==> config.mk <==
export PLATFORM = sky130hd
export DESIGN_NAME = sigma_driver
export DESIGN_NICKNAME = d
export VERILOG_FILES = /design/src/rtl/sigma_driver.sv
export SDC_FILE = /design/constraint.sdc
export NUM_CORES = 1
export LEC_CHECK = 0
export BUFFER_PORTS_ARGS = -buffer_cell sky130_fd_sc_hd__buf_2
export CORE_AREA = 4 4 167 169
export DETAILED_ROUTE_END_ITERATION = 10
export DIE_AREA = 0 0 171 173
export HOLD_SLACK_MARGIN = 0.08
export MAX_ROUTING_LAYER = met4
export PLACE_DENSITY = 0.85
export SKIP_CTS_REPAIR_TIMING = 1
export SYNTH_ARGS = -nofsm -noshare
export SYNTH_HDL_FRONTEND = slang
export SYNTH_SLANG_ARGS = --single-unit
==> constraint.sdc <==
create_clock -name clk -period 6.9 [get_ports clk]
set_clock_uncertainty 0.15 [all_clocks]
set_input_delay 0.69 -clock clk [delete_from_list [all_inputs] [get_ports clk]]
set_output_delay 0.69 -clock clk [all_outputs]
set_load 0.05 [all_outputs]
==> src/rtl/sigma_driver.sv <==
// Initiator for the sigma engine: gathers a 3x3 float32 matrix,
// fires sigma, times its answer and hands the result downstream.
module sigma_driver #(
  parameter int              PRECISION = 32,
  parameter logic [31:0]     ERR_VAL   = 32'h3dcccccd,
  parameter int              TIMEOUT   = 4096,
  parameter int              LAT_W     = 16
) (
  input  logic                 clk,
  input  logic                 reset_n,
  input  logic [PRECISION-1:0] s_data,
  input  logic                 s_valid,
  output logic                 s_ready,
  output logic [PRECISION-1:0] err,
  output logic [PRECISION-1:0] A00,
  output logic [PRECISION-1:0] A01,
  output logic [PRECISION-1:0] A02,
  output logic [PRECISION-1:0] A10,
  output logic [PRECISION-1:0] A11,
  output logic [PRECISION-1:0] A12,
  output logic [PRECISION-1:0] A20,
  output logic [PRECISION-1:0] A21,
  output logic [PRECISION-1:0] A22,
  output logic                 tvalid,
  input  logic                 sig_valid,
  input  logic [PRECISION-1:0] sig_data,
  output logic [PRECISION-1:0] m_sigma,
  output logic [LAT_W-1:0]     m_latency,
  output logic                 m_timeout,
  output logic                 m_valid,
  input  logic                 m_ready,
  output logic                 busy
);

  localparam logic [LAT_W-1:0]     TO_L = LAT_W'(TIMEOUT);
  localparam logic [PRECISION-1:0] QNAN = PRECISION'(32'h7fc00000);

  typedef enum logic [1:0] {
    S_LOAD,
    S_FIRE,
    S_WAIT,
    S_HOLD
  } state_t;

  state_t                 state;
  state_t                 state_nxt;
  logic [3:0]             idx;
  logic [PRECISION-1:0]   a_q [9];
  logic [LAT_W-1:0]       lat;
  logic [LAT_W-1:0]       lat_inc;
  logic                   accept;
  logic                   sig_hit;
  logic                   to_hit;

  assign err = PRECISION'(ERR_VAL);

  // Count as seen in the current cycle; holds at all-ones.
  assign lat_inc = (lat == '1) ? lat : lat + 1'b1;

  always_ff @(posedge clk or negedge reset_n) begin
    if (!reset_n) begin
      state <= S_LOAD;
    end else begin
      state <= state_nxt;
    end
  end

  always_comb begin
    state_nxt = state;
    s_ready   = 1'b0;
    tvalid    = 1'b0;
    m_valid   = 1'b0;
    busy      = 1'b1;
    accept    = 1'b0;
    sig_hit   = 1'b0;
    to_hit    = 1'b0;
    unique case (state)
      S_LOAD: begin
        s_ready = 1'b1;
        busy    = 1'b0;
        if (s_valid) begin
          accept = 1'b1;
          if (idx == 4'd8) begin
            state_nxt = S_FIRE;
          end
        end
      end
      S_FIRE: begin
        tvalid    = 1'b1;
        state_nxt = S_WAIT;
      end
      S_WAIT: begin
        // A real answer beats the abort when both land together.
        if (sig_valid) begin
          sig_hit   = 1'b1;
          state_nxt = S_HOLD;
        end else if (lat_inc == TO_L) begin
          to_hit    = 1'b1;
          state_nxt = S_HOLD;
        end
      end
      S_HOLD: begin
        m_valid = 1'b1;
        if (m_ready) begin
          state_nxt = S_LOAD;
        end
      end
      default: begin
        state_nxt = S_LOAD;
      end
    endcase
  end

  always_ff @(posedge clk or negedge reset_n) begin
    if (!reset_n) begin
      idx       <= '0;
      lat       <= '0;
      m_sigma   <= '0;
      m_latency <= '0;
      m_timeout <= 1'b0;
      for (int i = 0; i < 9; i++) begin
        a_q[i] <= '0;
      end
    end else begin
      if (accept) begin
        a_q[idx] <= s_data;
        idx      <= (idx == 4'd8) ? 4'd0 : idx + 4'd1;
      end
      if (state == S_FIRE) begin
        lat <= '0;
      end else if (state == S_WAIT) begin
        lat <= lat_inc;
      end
      if (sig_hit) begin
        m_sigma   <= sig_data;
        m_latency <= lat_inc;
        m_timeout <= 1'b0;
      end else if (to_hit) begin
        m_sigma   <= QNAN;
        m_latency <= TO_L;
        m_timeout <= 1'b1;
      end
    end
  end

  assign A00 = a_q[0];
  assign A01 = a_q[1];
  assign A02 = a_q[2];
  assign A10 = a_q[3];
  assign A11 = a_q[4];
  assign A12 = a_q[5];
  assign A20 = a_q[6];
  assign A21 = a_q[7];
  assign A22 = a_q[8];

endmodule

==> results.cfg <==
[run_status]
status = complete, no violations

[route]
ant_nets = 0
drt_pass1_iterations = 4
drt-initial-drc-count = 639
wire_per_inst_um = 21.8
drcViolationCount = 0
avgViaCountPerCell = 5.59
vias = 10100
wl_um = 39400

[worst_setup_path]
start_kind = register
crit_path_end_kind = register
cp.required_ns = 7.08
worstPathMaxFanout = 37
cp_num_buf_inv = 1
cpPeakStageDelay_ns = 0.67
path_cells = ha_1, nand4_1, or4_4, mux2_4, and4_4, a41oi_4, buf_4, a221oi_1
critical_path_class = reg2reg
slowest_stage = or4_4
crit_arrival_ns = 3.88
cp_top_family = simple AND/OR/NAND/NOR gates

[synth]
yosysTopAreaCell = dfrtp_1
synth.area.top_cells = dfrtp_1 61%, mux2_2 22%, buf_4 1.9%
ys_seq_area_share_pct = 61.2
synth_top_area_share_pct = 61.2
ys_warn_count = 0
syn_inst = 1039
ys.flop_type = dfrtp_1
synth-edff-count = 0
yosysUniqueCellTypes = 53
syn-cell-area_um2 = 14700
postSynthAreaPerCell_um2 = 14.1
ys_async_sr_fraction_pct = 100
synth-seq-cells = 359

[placement]
routabilityCongestion = 0.887
port_buffers = 409
hpwlAfterDp_um = 25900

[die]
core-area_um2 = 26600
start_util_pct = 55.3
die-area_um2 = 29600
io-pin-count = 442
die_h_um = 173
die_x_um = 171
placementRows = 60

[layout]
fillers = 1838
multi_input_area_um2 = 5240
finalNetCount = 1517
area_delta_synth_final_pct = 23.4
drive_gt1_share_pct = 53.5
regArea_um2 = 8980

[sta]
slew_headroom_pct = 25.4
min_period_ns = 3.70
tightest_slew_ns = 1.11
max_freq_ghz = 0.270
rsz0062_at_grt = no
final_hold_viol_count = 0
tns_ns = 0
finalSetupViolCount = 0
fin_crit_sh_pct = 53.7
slew_viol_final = 0

[global_route]
grt_pass1_wl_um = 61000
grt.met3_usage_pct = 5.35
antenna_found_initial = 1
overflow = 0
grt_util_met2_pct = 45.2
grt_max_degree = 168
grt_pass1_vias = 10800
use_met1_pct = 32.8
track_usage_pct = 26.8
busiest_layer = met2

[clock_tree]
cts_root_buffer = clkbuf_16
cts_tree = done
htreeDepth = 2
clk_latency_ns = 0.51
clock-sinks = 359
cts_max_path_buffers = 3
clk_pin_slew_worst_paths_ns = 0.06
cts_buffers = 37

[worst_hold_path]
hold_path_class = in2reg

[job]
drv_cap = 0
==> per-stage QoR <==
| step | utilization (%) | area (um2) | cells | setup slack, ns | hold WS [ns] |
|---|---|---|---|---|---|
| 2_1_floorplan | - | 14800 | 1069 | 4.15 | 0.244 |
| 3_3_place_gp | 63.8 | 16900 | 1740 | 3.32 | 0.329 |
| 3_5_place_dp | 63.8 | 16900 | 1740 | 3.25 | 0.334 |
| 4_1_cts | 68.1 | 18100 | 1805 | 3.21 | -0.135 |
| 5_1_grt | 68.2 | 18100 | 1807 | 2.81 | 0.253 |
| 6_report | 68.2 | 18100 | 1807 | 3.20 | 0.260 |
==> cells in the mapped netlist (all sizes together), types with 8 or more instances <==
library cell and n:
dfrtp 359, mux2 291, buf 65, inv 33, nor2b 29, a221o 26, clkbuf 25, nor2 22
a21oi 20, o22ai 20, o21ai 17, nand2 16, nand3 15, a21o 12, nor3 10, ha 9
nand4 8
==> placed cells by master (no fill, tap or decap), types with 3 or more instances in the layout <==
| master | n |
|---|---|
| buf_2 | 408 |
| o21ai_0 | 17 |
| nor2_1 | 21 |
| a21oi_1 | 20 |
| mux2_2 | 290 |
| nand2_1 | 13 |
| clkbuf_8 | 8 |
| inv_1 | 33 |
| clkinv_2 | 5 |
| nor4_1 | 3 |
| clkbuf_16 | 38 |
| a221o_1 | 26 |
| ha_1 | 8 |
| o22ai_1 | 20 |
| buf_4 | 9 |
| nor3_1 | 9 |
| o2bb2ai_1 | 5 |
| conb_1 | 32 |
| xnor2_1 | 6 |
| nor2b_1 | 29 |
| a22o_1 | 5 |
| a21o_1 | 12 |
| nand3_2 | 4 |
| nand4_1 | 6 |
| nand2_2 | 3 |
| dfrtp_1 | 359 |
| nand2b_1 | 4 |
| clkbuf_1 | 10 |
| mux2i_1 | 5 |
| nand3_1 | 11 |
==> cells by family after synthesis <==
kind of cell    after synthesis  share of synthesized area (%)
buf+inv                     123                           4.26
fa+ha+maj                     9                          0.767
compound gates              122                           6.13
simple gates                120                           4.47
xor+xnor                      8                          0.477
flops                       359                           61.2
mux                         296                           22.7
other cells                   2                         0.0511
==> metal layers <==
metal	wire [um]	part of all wire (%)	vias up
li1	-	-	4452
met1	15300	39	5128
met2	20100	51	446
met3	2860	7.3	83
met4	1150	2.9	0
met5	0	0	-
==> flip-flops by register name, indices dropped and copies added, names as in the netlist <==
name,cells
A00,32
A01,32
A02,32
A10,32
A11,32
A12,32
A20,32
A21,32
A22,32
m_sigma,32
lat,16
m_latency,16
idx,4
state,2
m_timeout,1
==> worst paths after layout <==
check | slack (ns) | depth (start not counted) | start | to
worst max-delay path | 3.20 | 8 | lat[0] | m_latency[12]
worst min-delay path | 0.26 | 2 | sig_data[7] | m_sigma[7]
worst max register to register | 3.20 | 8 | lat[0] | m_latency[12]
worst min register to register | 0.35 | 1 | A21[5] | A21[5]
max in group asynchronous | 4.93 | 3 | reset_n | m_sigma[10]
min in group asynchronous | 0.47 | 2 | reset_n | m_sigma[21]
==> cell type report <==
cell class / instances / area share (%)
repair buffers: 421 / 12.0
well taps: 341 / 2.35
multi-input cells: 587 / 28.9
clock buffers: 56 / 6.06
inverters: 33 / 0.684
diodes: 1 / 0.0138
clock inverters: 9 / 0.359
flip-flops and latches: 359 / 49.6
Power is not shown: default switching activity piles up to over one toggle a cycle in this logic, so the estimate is an artifact.
